### src/rtl/fifo_flags_if.sv
// Bundled request/response signals of the fifo_flags buffer.
// Handshake: i_wr/i_rd are requests taken on a rising edge when i_en=1 and i_clr=0; o_valid qualifies o_data.
interface fifo_flags_if #(
  parameter int DATA_WIDTH = 8,
  parameter int ADDR_WIDTH = 2
);
  logic                  i_en;
  logic                  i_clr;
  logic                  i_wr;
  logic                  i_rd;
  logic [DATA_WIDTH-1:0] i_data;
  logic [DATA_WIDTH-1:0] o_data;
  logic                  o_valid;
  logic [ADDR_WIDTH:0]   o_level;
  logic                  o_full;
  logic                  o_empty;
  logic                  o_afull;
  logic                  o_aempty;
  logic                  o_overflow;
  logic                  o_underflow;

  modport master (
    output i_en, i_clr, i_wr, i_rd, i_data,
    input  o_data, o_valid, o_level, o_full, o_empty, o_afull, o_aempty,
           o_overflow, o_underflow
  );

  modport slave (
    input  i_en, i_clr, i_wr, i_rd, i_data,
    output o_data, o_valid, o_level, o_full, o_empty, o_afull, o_aempty,
           o_overflow, o_underflow
  );
endinterface

### src/rtl/fifo_flags.sv
// Synchronous FIFO with level count, threshold flags, sticky errors and flush.
// Define FIFO_FWFT_EN for a first-word-fall-through read port; default is a registered read port.
module fifo_flags #(
  parameter int DATA_WIDTH    = 8,
  parameter int ADDR_WIDTH    = 2,
  parameter int OVERWRITE_OLD = 0,
  parameter int AFULL_THRESH  = 3,
  parameter int AEMPTY_THRESH = 1
) (
  input logic         i_clk,
  input logic         i_rst_n,
  fifo_flags_if.slave bus
);
  localparam int                  DEPTH    = 1 << ADDR_WIDTH;
  localparam logic [ADDR_WIDTH:0] DEPTH_L  = (ADDR_WIDTH + 1)'(DEPTH);
  localparam logic [ADDR_WIDTH:0] AFULL_L  = (ADDR_WIDTH + 1)'(AFULL_THRESH);
  localparam logic [ADDR_WIDTH:0] AEMPTY_L = (ADDR_WIDTH + 1)'(AEMPTY_THRESH);
  localparam logic                OVW_EN   = (OVERWRITE_OLD != 0);

  logic [DATA_WIDTH-1:0] mem [DEPTH];
  logic [ADDR_WIDTH-1:0] wptr;
  logic [ADDR_WIDTH-1:0] rptr;
  logic [ADDR_WIDTH:0]   level;
  logic                  overflow;
  logic                  underflow;

  logic act;
  logic is_full;
  logic is_empty;
  logic rd_ok;
  logic wr_room;
  logic wr_both;
  logic wr_ovw;
  logic wr_ok;
  logic ovf_set;
  logic udf_set;
  logic lvl_inc;
  logic lvl_dec;

  always_comb begin
    act      = bus.i_en && !bus.i_clr;
    is_full  = (level == DEPTH_L);
    is_empty = (level == '0);
    rd_ok    = act && bus.i_rd && !is_empty;
    wr_room  = act && bus.i_wr && !is_full;
    // A full FIFO still takes a write when a read frees a slot on the same edge.
    wr_both  = act && bus.i_wr && is_full && rd_ok;
    wr_ovw   = act && bus.i_wr && is_full && !bus.i_rd && OVW_EN;
    wr_ok    = wr_room || wr_both || wr_ovw;
    ovf_set  = act && bus.i_wr && is_full && !bus.i_rd;
    udf_set  = act && bus.i_rd && is_empty;
    lvl_inc  = wr_room && !rd_ok;
    lvl_dec  = rd_ok && !wr_ok;
  end

  always_ff @(posedge i_clk) begin
    if (wr_ok) mem[wptr] <= bus.i_data;
  end

  always_ff @(posedge i_clk or negedge i_rst_n) begin
    if (!i_rst_n) begin
      wptr      <= '0;
      rptr      <= '0;
      level     <= '0;
      overflow  <= 1'b0;
      underflow <= 1'b0;
    end else if (bus.i_en) begin
      if (bus.i_clr) begin
        wptr      <= '0;
        rptr      <= '0;
        level     <= '0;
        overflow  <= 1'b0;
        underflow <= 1'b0;
      end else begin
        if (wr_ok) wptr <= wptr + 1'b1;
        // Overwrite drops the oldest word by moving the read pointer past it.
        if (rd_ok || wr_ovw) rptr <= rptr + 1'b1;
        if (lvl_inc) level <= level + 1'b1;
        else if (lvl_dec) level <= level - 1'b1;
        if (ovf_set) overflow <= 1'b1;
        if (udf_set) underflow <= 1'b1;
      end
    end
  end

`ifdef FIFO_FWFT_EN
  assign bus.o_data  = mem[rptr];
  assign bus.o_valid = !is_empty;
`else
  logic [DATA_WIDTH-1:0] data_q;
  logic                  valid_q;

  always_ff @(posedge i_clk or negedge i_rst_n) begin
    if (!i_rst_n) begin
      data_q  <= '0;
      valid_q <= 1'b0;
    end else begin
      valid_q <= rd_ok;
      if (rd_ok) data_q <= mem[rptr];
    end
  end

  assign bus.o_data  = data_q;
  assign bus.o_valid = valid_q;
`endif

  assign bus.o_level     = level;
  assign bus.o_full      = is_full;
  assign bus.o_empty     = is_empty;
  assign bus.o_afull     = (level >= AFULL_L);
  assign bus.o_aempty    = (level <= AEMPTY_L);
  assign bus.o_overflow  = overflow;
  assign bus.o_underflow = underflow;
endmodule

### src/flat_wrapper.sv
// flat-port wrapper written by rule: the top's interface ports become plain ports
module fifo_flags_flat 
#(
  parameter int DATA_WIDTH    = 8,
  parameter int ADDR_WIDTH    = 2,
  parameter int OVERWRITE_OLD = 0,
  parameter int AFULL_THRESH  = 3,
  parameter int AEMPTY_THRESH = 1
)
  (i_clk, i_rst_n, bus_i_en, bus_i_clr, bus_i_wr, bus_i_rd, bus_i_data, bus_o_data, bus_o_valid, bus_o_level, bus_o_full, bus_o_empty, bus_o_afull, bus_o_aempty, bus_o_overflow, bus_o_underflow);
  fifo_flags_if #(.DATA_WIDTH(DATA_WIDTH), .ADDR_WIDTH(ADDR_WIDTH)) bus_i ();
  input logic i_clk;
  input logic i_rst_n;
  input wire logic [$bits(bus_i.i_en)-1:0] bus_i_en;
  input wire logic [$bits(bus_i.i_clr)-1:0] bus_i_clr;
  input wire logic [$bits(bus_i.i_wr)-1:0] bus_i_wr;
  input wire logic [$bits(bus_i.i_rd)-1:0] bus_i_rd;
  input wire logic [$bits(bus_i.i_data)-1:0] bus_i_data;
  output wire logic [$bits(bus_i.o_data)-1:0] bus_o_data;
  output wire logic [$bits(bus_i.o_valid)-1:0] bus_o_valid;
  output wire logic [$bits(bus_i.o_level)-1:0] bus_o_level;
  output wire logic [$bits(bus_i.o_full)-1:0] bus_o_full;
  output wire logic [$bits(bus_i.o_empty)-1:0] bus_o_empty;
  output wire logic [$bits(bus_i.o_afull)-1:0] bus_o_afull;
  output wire logic [$bits(bus_i.o_aempty)-1:0] bus_o_aempty;
  output wire logic [$bits(bus_i.o_overflow)-1:0] bus_o_overflow;
  output wire logic [$bits(bus_i.o_underflow)-1:0] bus_o_underflow;
  assign bus_i.i_en = bus_i_en;
  assign bus_i.i_clr = bus_i_clr;
  assign bus_i.i_wr = bus_i_wr;
  assign bus_i.i_rd = bus_i_rd;
  assign bus_i.i_data = bus_i_data;
  assign bus_o_data = bus_i.o_data;
  assign bus_o_valid = bus_i.o_valid;
  assign bus_o_level = bus_i.o_level;
  assign bus_o_full = bus_i.o_full;
  assign bus_o_empty = bus_i.o_empty;
  assign bus_o_afull = bus_i.o_afull;
  assign bus_o_aempty = bus_i.o_aempty;
  assign bus_o_overflow = bus_i.o_overflow;
  assign bus_o_underflow = bus_i.o_underflow;
  fifo_flags #(.DATA_WIDTH(DATA_WIDTH), .ADDR_WIDTH(ADDR_WIDTH), .OVERWRITE_OLD(OVERWRITE_OLD), .AFULL_THRESH(AFULL_THRESH), .AEMPTY_THRESH(AEMPTY_THRESH)) u_core (.i_clk(i_clk), .i_rst_n(i_rst_n), .bus(bus_i));
endmodule
### config.mk
export PLATFORM = sky130hd
export DESIGN_NAME = fifo_flags_flat
export DESIGN_NICKNAME = d
export VERILOG_FILES = /design/src/rtl/fifo_flags_if.sv /design/src/rtl/fifo_flags.sv /design/src/flat_wrapper.sv
export SDC_FILE = /design/constraint.sdc
export NUM_CORES = 1
export LEC_CHECK = 0
export CAP_MARGIN = 20
export CORE_UTILIZATION = 52
export DETAILED_ROUTE_END_ITERATION = 10
export GPL_ROUTABILITY_DRIVEN = 0
export PLACE_DENSITY_LB_ADDON = 0.2
export SLEW_MARGIN = 0
export SYNTH_ARGS = -nofsm -noshare
export SYNTH_HDL_FRONTEND = slang
export SYNTH_SLANG_ARGS = --single-unit
### constraint.sdc
create_clock -name i_clk -period 2.7 [get_ports i_clk]
set_clock_uncertainty 0.15 [all_clocks]
set_input_delay 0.54 -clock i_clk [delete_from_list [all_inputs] [get_ports i_clk]]
set_output_delay 0.54 -clock i_clk [all_outputs]
set_load 0.01 [all_outputs]
==> run_results.csv, run 1 <==
group,metric,value,unit
clock_network,root_buffer,"clkbuf_8",
job,cap_viol_max_count,0,
yosys,netlist_area,2225,sq um
route,avgViaCountPerCell,5.464,
grt,track_usage,19.74,%
layout,drive_gt1_share,19.19,%
die,die_x,67.41,um
power_and_ir_drop,p_leak,1.016,nW
yosys,synth_area_leaders,"edfxtp_1, dfrtp_1, mux4_2",
run_status,status,"completed",
grt,grt-ovfl-total,0,
critical_path,worstSetupPathType,"register to output pin",
critical_path,regToRegEndpoint,"u_core.bus.o_level[1]",
yosys,async_flop_share,36.00,%
critical_path,r2r_start,"u_core.bus.o_level[0]",
yosys,ys_seq_area_share,63.44,%
critical_path,critPathTopFamily,"buffers and inverters",
route,vias,1213,
layout,final_cell_mix,"edfxtp_1, clkdlybuf4s50_1, dfrtp_1",
critical_path,crit_fanout,6,
clock_network,tritoncts,"built",
yosys,synth_edf_count,32,
yosys,ys.flop_type,"edfxtp_1",
critical_path,critPathLaunchType,"register",
yosys,yosysTopAreaCell,"edfxtp_1",
yosys,synth_top_area_share,43.19,%
critical_path,critical_path.max_stage_delay,0.53,ns
die,core,4058,sq um
critical_path,worstSetupEndpointType,"output pin",
power_and_ir_drop,powerDensity,887.1,nW/um^2
grt,grt_max_degree,19,
timing,period_needed,2.592,ns
critical_path,arrival,1.90,ns
critical_path,path_buf_inv,3,
grt,antenna_found_initial,0,
clock_network,htree_levels,2,
critical_path,regToRegSetupSlack,0.71,ns
timing,rsz0062_at_grt,"false",
timing,hold_viol_final,0,
hold_path,hold_path_class,"register to register",
yosys,syn_area_per_cell,16.36,sq um
timing,worstMarginPinSlew,0.8096,ns
die,start_util,54.83,%
placement,dpl-instance-area,2577,sq um
critical_path,cp_cell_sequence,"inv_1 -> ha_2 -> nand2_1 -> inv_1 -> clkdlybuf4s50_1",
yosys,syn_nets,159,
power_and_ir_drop,vdd_drop_max,408.0,uV
die,io_pins,32,
clock_network,ctsLongestPathBuffers,2,
hold_path,min-delay-start,"u_core.bus.o_overflow",
critical_path,cpMostUsedCell,"inv_1",
route,routedWlPerCell,17.43,um
grt,grt_pass1_wl,6285,um
timing,drv_slew,0,
layout,syn2layout_area_growth,19.68,%
critical_path,critPathSlowestCell,"clkdlybuf4s50_1",
grt,grt_pass1_vias,1241,
clock_network,cts_buffers,5,
yosys,synthesis.instances,136,
clock_network,clkLatencyLatePin,0.29,ns
route,drc,0,
route,first_iter_violations,40,
die,die_area,4543,sq um
route,dr.pass1.iters,4,
yosys,ys_warn_count,0,
clock_network,path_clk_slew,0.08,ns
yosys,synth.distinct_cells,35,
placement,dp_hpwl,2911,um
timing,tns,0,ns
critical_path,reg2reg_depth,6,
layout,final_cell_area,2663,sq um
critical_path,worstPathRequired,2.01,ns
placement,numPortBuffers,31,
die,die_h,67.41,um
timing,min_period_over_period,96.01,%
layout,nets,194,
layout,diodes,0,
route,totalWireLength,3870,um
clock_network,numClockSinks,50,
die,num_rows,23,
yosys,synth-seq-cells,50,
hold_path,hold_end,"u_core.bus.o_overflow",
critical_path,cp-startpoint,"u_core.bus.o_level[0]",
timing,maxSlewHeadroom,45.86,%
hold_path,min_path_cells,1,
route,antenna_left,0,
timing,setup_viol,0,
timing,timing.fmax,385.8,MHz
layout,final_common_cell,"edfxtp_1",
==> area by class of cell <==
cell class	count	area (sq um)
Sequential cell	50	1413
Fill cell	294	1395
Multi-Input combinational cell	75	758.2
Timing Repair Buffer	33	325.3
Clock buffer	6	72.57
Tap cell	50	62.56
Inverter	6	22.52
Clock inverter	2	8.758
==> cells in the mapped netlist (2+ instances only) <==
master	n
nand2_1	11
edfxtp_1	32
inv_1	6
mux4_2	8
dfrtp_1	18
and3_1	4
xnor2_1	3
mux2i_1	2
mux2_4	8
o21a_1	2
nand2b_1	2
ha_1	9
a21oi_1	3
nor2_1	4
buf_4	2
o21ai_0	3
==> cells by family after synthesis <==
group,share of synthesized area (%)
compound gates,4.724
xor+xnor,1.181
fa+ha+maj,5.062
buf+inv,2.586
flops,63.44
mux,14.90
simple gates,8.099
==> report_power, final <==
part	internal (W)	switching (W)
Clock	0.000178	0.000224
Combinational	0.000536	0.000362
Sequential	0.000933	0.000129
==> per-stage QoR <==
| stage | setup slack [ns] | utilization (%) | total power (W) | std cells | hold slack (ns) |
|---|---|---|---|---|---|
| 5_1_grt | 0.02049 | 65.62 | 0.002508 | 222 | 0.3828 |
| 6_report | 0.1078 | 65.62 | 0.002362 | 222 | 0.3460 |
| 2_1_floorplan | 0.7650 | - | 0.001580 | 136 | 0.09441 |
| 3_5_place_dp | 0.2424 | 63.52 | 0.001973 | 214 | 0.3363 |
| 3_3_place_gp | 0.3372 | 63.52 | 0.001937 | 214 | 0.3283 |
| 4_1_cts | 0.01220 | 65.53 | 0.002380 | 222 | 0.3550 |
==> repair_timing <==
| item | CTS | global route |
|---|---|---|
| hold buffers | 0 | 0 |
| resized for setup | 0 | 3 |
| buffers inserted | 0 | 0 |
| endpoints found under the hold margin | 0 | 0 |
| endpoints found under the setup margin | 0 | 3 |
==> flip-flops by register name, indices dropped and copies added, names as in the netlist <==
register / cells
u_core.bus.o_data: 8
u_core.mem: 32
u_core.bus.o_overflow: 1
u_core.bus.o_underflow: 1
u_core.bus.o_level: 3
u_core.rptr: 2
u_core.bus.o_valid: 1
u_core.wptr: 2
==> routing by layer <==
metal | up-vias | routed length [um] | share of wire, % | global-route usage [%]
met5 | - | 0 | 0 | 0
met4 | 0 | 42 | 1.1 | 5.585
met3 | 6 | 131 | 3.4 | 5.574
met2 | 22 | 1735 | 45 | 28.00
met1 | 611 | 1960 | 51 | 29.61
li1 | 574 | - | - | -
==> worst max-delay path by stage <==
stage          slack [ns]  cells after the start              endpoint
2_1_floorplan        0.76                      6  u_core.bus.o_data[0]
3_3_place_gp         0.34                      3      u_core.mem[0][2]
3_5_place_dp         0.24                      3      u_core.mem[0][4]
4_1_cts              0.01                      5            bus_o_full
5_1_grt              0.02                      5            bus_o_full
6_report             0.11                      5            bus_o_full
Power figures use the tool's default switching activity.
==> run 2, diff against run 1 <==
--- a/config.mk
+++ b/config.mk
@@ -5,8 +5,9 @@
 export SDC_FILE = /design/constraint.sdc
 export NUM_CORES = 1
 export LEC_CHECK = 0
+export ABC_AREA = 1
 export CAP_MARGIN = 20
-export CORE_UTILIZATION = 52
+export CORE_UTILIZATION = 50
 export DETAILED_ROUTE_END_ITERATION = 10
 export GPL_ROUTABILITY_DRIVEN = 0
 export PLACE_DENSITY_LB_ADDON = 0.2
==> run 2 against run 1 <==
  * First-iteration DRC count decreased by 5.0%
  * Critical path type unchanged
  * Wire length increased by 5.6%
  * Die area increased by 2.0%
  * Count of clock-buffer cells in the layout decreased by 1
==> run_results.csv, run 2 <==
group,metric,value,unit
run_status,status,"completed",
timing,period_needed,2.529,ns
timing,worstMarginPinSlew,0.6637,ns
yosys,ys_warn_count,0,
placement,numPortBuffers,31,
clock_network,post_cts_resize_count,0,
die,die_x,68.06,um
yosys,synth.distinct_cells,23,
critical_path,critical_path.max_stage_delay,0.53,ns
layout,top_register,"u_core.mem",
route,dr.pass1.iters,4,
layout,largest_reg_flops,32,
clock_network,cts_buffers,5,
timing,timing.fmax,395.5,MHz
grt,grt_max_degree,20,
grt,grt_pass1_wl,6506,um
yosys,async_flop_share,36.00,%
route,wl_met1,1742,um
clock_network,htree_levels,2,
critical_path,worstPathRequired,2.01,ns
route,totalWireLength,4086,um
hold_path,hold_path_class,"register to register",
route,antenna_left,0,
yosys,synth_most_common_cell,"nor2_1",
clock_network,clkLatencyLatePin,0.31,ns
critical_path,worstSetupEndpointType,"output pin",
critical_path,path_buf_inv,3,
route,drc,0,
yosys,synth-seq-cells,50,
clock_network,path_clk_slew,0.09,ns
layout,final_cell_mix,"nor2_1, edfxtp_1, clkdlybuf4s50_1",
route,wl_met2,2112,um
critical_path,worstSetupPathType,"register to output pin",
timing,drv_slew,0,
critical_path,crit_fanout,5,
yosys,synthesis.instances,196,
die,num_rows,23,
timing,setup_viol,0,
route,routedWlPerCell,14.34,um
yosys,synth_area_leaders,"edfxtp_1, dfrtp_1, nor2_1",
yosys,netlist_area,2182,sq um
yosys,ys_top_cells_by_count,"nor2_1, edfxtp_1, o21ai_0",
grt,grt_pass1_vias,1393,
yosys,ys.flop_type,"edfxtp_1",
power_and_ir_drop,vdd_drop_max,519.6,uV
clock_network,tritoncts,"built",
critical_path,arrival,1.84,ns
power_and_ir_drop,powerDensity,831.2,nW/um^2
die,core,4086,sq um
die,start_util,53.40,%
route,vias,1456,
timing,tns,0,ns
route,first_iter_violations,38,
yosys,synth_edf_count,32,
critical_path,regToRegSetupSlack,0.77,ns
clock_network,cts-hold-fix-buffers,0,
critical_path,critPathTopFamily,"buffers and inverters",
route,avgViaCountPerCell,5.109,
layout,diodes,0,
layout,syn2layout_area_growth,23.74,%
route,met3RoutedLength,163,um
clock_network,root_buffer,"clkbuf_8",
yosys,syn_nets,219,
critical_path,critPathSlowestCell,"clkdlybuf4s50_1",
clock_network,ctsLongestPathBuffers,2,
power_and_ir_drop,total_power,0.002244,W
die,die_h,68.06,um
yosys,syn_area_per_cell,11.13,sq um
layout,final_common_cell,"nor2_1",
critical_path,critPathLaunchType,"register",
clock_network,numClockSinks,50,
grt,antenna_found_initial,0,
timing,min_period_over_period,93.65,%
yosys,synth_top_area_share,44.04,%
clock_network,post-cts-setup-buffer-count,0,
layout,nets,257,
timing,hold_viol_final,0,
placement,dp_hpwl,2775,um
yosys,ys_seq_area_share,64.68,%
job,cap_viol_max_count,0,
route,routed.top_layer,"met4",
critical_path,cp_cell_sequence,"inv_1 -> ha_1 -> nand2_4 -> inv_4 -> clkdlybuf4s50_1",
layout,drive_gt1_share,11.06,%
timing,maxSlewHeadroom,55.75,%
yosys,yosysTopAreaCell,"edfxtp_1",
grt,grt-ovfl-total,0,
timing,rsz0062_at_grt,"false",
grt,track_usage,20.27,%
power_and_ir_drop,p_leak,1.068,nW
die,io_pins,32,
die,die_area,4632,sq um
-- run 2: changes by cell type in the layout (fill, tap and decap cells not counted), moves of 4 or more --
cell / change
nand3_1: +10
nor2_1: +45
and3_1: -4
inv_1: +6
mux2_4: -8
mux4_2: -8
a31oi_1: +7
o21ai_0: +16
o21ai_1: +5
-- run 2: stage by stage --
| step | area [sq um] | hold slack [ns] | util [%] | std cells | setup slack (ns) |
|---|---|---|---|---|---|
| 3_5_place_dp | 2562 | 0.3317 | 62.71 | 277 | 0.4220 |
| 6_report | 2700 | 0.3465 | 66.07 | 285 | 0.1714 |
| 5_1_grt | 2700 | 0.3675 | 66.07 | 285 | 0.07856 |
| 4_1_cts | 2700 | 0.3529 | 66.07 | 285 | 0.1643 |
| 3_3_place_gp | 2562 | 0.3265 | 62.71 | 277 | 0.4603 |
| 2_1_floorplan | 2182 | 0.09441 | - | 196 | 0.6588 |
-- run 2: worst paths after layout --
check                                             from                endpoint  depth (start not counted)
min in group asynchronous                      i_rst_n          u_core.wptr[1]                          2
max in group asynchronous                      i_rst_n    u_core.bus.o_data[3]                          2
worst min-delay path            u_core.bus.o_underflow  u_core.bus.o_underflow                          2
worst max-delay path             u_core.bus.o_level[0]             bus_o_empty                          5
worst max register to register   u_core.bus.o_level[0]        u_core.mem[2][3]                          8
worst min register to register  u_core.bus.o_underflow  u_core.bus.o_underflow                          2
-- run 2: kinds of logic (layout without fill, tap and decap cells) --
logic type	after synthesis	count (layout)	share of synthesized area, %
AND/OR/NAND/NOR	78	78	16.57
flip-flops	50	50	64.68
AO/OA/AOI/OAI	35	35	8.601
buffers and inverters	23	62	4.587
adder cells (fa/ha/maj)	9	9	5.161
XOR/XNOR	1	1	0.4014
-- run 2: layout make-up --
class	instances	area, sq um
clock buffers	5	68.82
clock inverters	3	68.82
fillers	337	1386
inverters	18	70.07
multi-input cells	123	670.6
flip-flops and latches	50	1411
well taps	50	62.56
repair buffers	36	347.8
-- run 2: worst register-to-register path, cell delays in order (launching register included) --
cell and delay [ns]:
dfrtp_1 0.43, inv_1 0.13, ha_1 0.26, nand2_1 0.08, inv_2 0.05, nand2_1 0.13, nand2_4 0.11, nor2_1 0.10
buf_4 0.19
-- run 2: layer usage --
layer | vias up | track usage, %
li1 | 741 | -
met3 | 7 | 3.500
met2 | 33 | 37.01
met5 | - | 0
met1 | 675 | 23.08
met4 | 0 | 8.594
-- run 2: power breakdown --
group	leakage [nW]	switching (W)	internal, W
Combinational	0.491	0.000301	0.000319
Sequential	0.508	0.0000915	0.000914
Clock	0.0683	0.000248	0.000371
==> run 3, diff against run 2 <==
--- a/config.mk
+++ b/config.mk
@@ -5,9 +5,8 @@
 export SDC_FILE = /design/constraint.sdc
 export NUM_CORES = 1
 export LEC_CHECK = 0
-export ABC_AREA = 1
 export CAP_MARGIN = 20
-export CORE_UTILIZATION = 50
+export CORE_UTILIZATION = 45
 export DETAILED_ROUTE_END_ITERATION = 10
 export GPL_ROUTABILITY_DRIVEN = 0
 export PLACE_DENSITY_LB_ADDON = 0.2
==> run 3 against run 2 <==
  * Via count down 16%
  * Highest routed layer unchanged
  * Critical path type unchanged
  * Critical path depth unchanged
  * Die area increased by 13%
  * Combinational power increased by 45%
  * Sequential share of layout area shrank 0.74 points
  * Final cell count decreased by 14%
  * Global-route usage decreased by 3.7 points
  * Register-to-register slack barely moved
  * Largest power group unchanged
  * Largest cell class unchanged
==> run_results.csv, run 3 (synthesized netlist as in run 1, its figures left out) <==
group,metric,value,unit
critical_path,r2r_start,"u_core.bus.o_level[0]",
timing,period_needed,2.548,ns
layout,final_cells,244,
placement,dpl.cell_count,236,
job,cap_viol_max_count,0,
layout,final_cell_mix,"edfxtp_1, clkdlybuf4s50_1, dfrtp_1",
timing,worstMarginPinSlew,0.6109,ns
timing,holdWs,0.3520,ns
placement,numPortBuffers,31,
critical_path,critPathSlowestCell,"dfrtp_1",
timing,setup_viol,0,
clock_network,root_buffer,"clkbuf_8",
critical_path,critical_path.max_stage_delay,0.56,ns
die,die_h,72.31,um
timing,rsz0062_at_grt,"false",
grt,grt_max_degree,19,
critical_path,worstSetupPathType,"register to output pin",
layout,final_common_cell,"edfxtp_1",
timing,maxSlewHeadroom,59.27,%
critical_path,cp-startpoint,"u_core.bus.o_level[2]",
critical_path,cp_cell_sequence,"inv_1 -> ha_1 -> nor2_1 -> o21ai_0 -> clkdlybuf4s50_1",
timing,min_period_over_period,94.38,%
clock_network,tritoncts,"built",
route,first_iter_violations,65,
die,core,4755,sq um
critical_path,crit_fanout,9,
clock_network,path_clk_slew,0.09,ns
power_and_ir_drop,powerDensity,871.1,nW/um^2
timing,tns,0,ns
clock_network,numClockSinks,50,
grt,antenna_found_initial,0,
layout,largest_reg_flops,32,
layout,diodes,0,
route,dr.pass1.iters,4,
power_and_ir_drop,vdd_drop_max,369.0,uV
clock_network,htree_levels,2,
clock_network,cts-hold-fix-buffers,0,
route,drc,0,
timing,drv_slew,0,
layout,drive_gt1_share,21.47,%
grt,grtUsageMet1,21.47,%
die,io_pins,32,
grt,grt_pass1_wl,6244,um
route,antenna_left,0,
power_and_ir_drop,total_power,0.002386,W
die,die_area,5229,sq um
clock_network,cts_buffers,5,
run_status,status,"completed",
grt,grt-busiest-layer,"met2",
clock_network,ctsLongestPathBuffers,2,
die,start_util,46.79,%
grt,track_usage,16.59,%
timing,timing.fmax,392.4,MHz
critical_path,worstSetupEndpointType,"output pin",
placement,dp_hpwl,2634,um
layout,top_register,"u_core.mem",
route,vias,1219,
layout,syn2layout_area_growth,23.12,%
hold_path,min-delay-start,"u_core.bus.o_overflow",
grt,grt_pass1_vias,1217,
route,routedWlPerCell,15.60,um
critical_path,arrival,1.86,ns
route,totalWireLength,3806,um
critical_path,worstPathRequired,2.01,ns
hold_path,hold_path_class,"register to register",
power_and_ir_drop,p_leak,1.048,nW
clock_network,clkLatencyLatePin,0.30,ns
route,avgViaCountPerCell,4.996,
grt,grt-ovfl-total,0,
die,die_x,72.31,um
grt,grtUsageMet3,4.167,%
die,num_rows,25,
grt,gr-usage-met2,27.00,%
timing,hold_viol_final,0,
critical_path,critPathLaunchType,"register",
layout,nets,199,
==> run 3: cell types whose count changed in the layout (fill, tap and decap cells not counted), sizes merged, moves of 4 or more <==
cell and change:
mux4 +8, mux2 +9, and3 +4, nand2 -5, a31oi -7, nor2 -46, inv -10, nand3 -11
o21ai -21
==> run 3: report_power, final <==
part           switching [W]  internal (W)
logic               0.000345      0.000551
clock network       0.000249      0.000182
registers           0.000127      0.000931
total               0.000721       0.00166
==> run 3: stage by stage <==
| stage | area, sq um | utilization [%] | setup WS (ns) |
|---|---|---|---|
| final | 2739 | 57.61 | 0.1518 |
| after global routing | 2739 | 57.61 | 0.006994 |
| after CTS | 2726 | 57.34 | 0.05049 |
| after detailed placement | 2636 | 55.45 | 0.3539 |
| after global placement | 2636 | 55.45 | 0.3892 |
| after floorplan | 2225 | - | 0.7650 |
==> run 3: timing repair <==
action / in CTS / in global routing
endpoints found under the setup margin: 0 / 2
gates resized for setup: 0 / 2
buffers inserted: 0 / 0
==> run 3: cell type report <==
type / count / area, sq um
clock buffers: 5 / 68.82
clock inverters: 3 / 21.27
fillers: 397 / 2016
inverters: 6 / 22.52
multi-input cells: 75 / 768.2
flip-flops and latches: 50 / 1411
well taps: 67 / 83.83
repair buffers: 38 / 362.8
==> run 3: final timing paths <==
path                                    endpoint  slack [ns]  cells after the start
max                                  bus_o_afull        0.15                      5
min                        u_core.bus.o_overflow        0.35                      1
max reg2reg                 u_core.bus.o_data[7]        0.77                      6
min reg2reg                u_core.bus.o_overflow        0.35                      1
max in group asynchronous   u_core.bus.o_data[3]        1.78                      2
min in group asynchronous   u_core.bus.o_data[6]        0.42                      2
==> run 3: per-layer routing <==
metal  part of all wire, %  vias to the layer above  wire length (um)
met5                     0                        -                 0
met4                   1.6                        0                59
met3                   2.9                        7               110
met2                    52                       28              1963
met1                    44                      601              1671
li1                      -                      583                 -
==> run 3: worst max-delay path, delay by kind of cell, from the launching register on <==
family	cells	cell delay, ns
adder cells (fa/ha/maj)	1	0.22
buffers and inverters	2	0.62
flip-flops	1	0.56
AND/OR/NAND/NOR	1	0.08
AO/OA/AOI/OAI	1	0.09
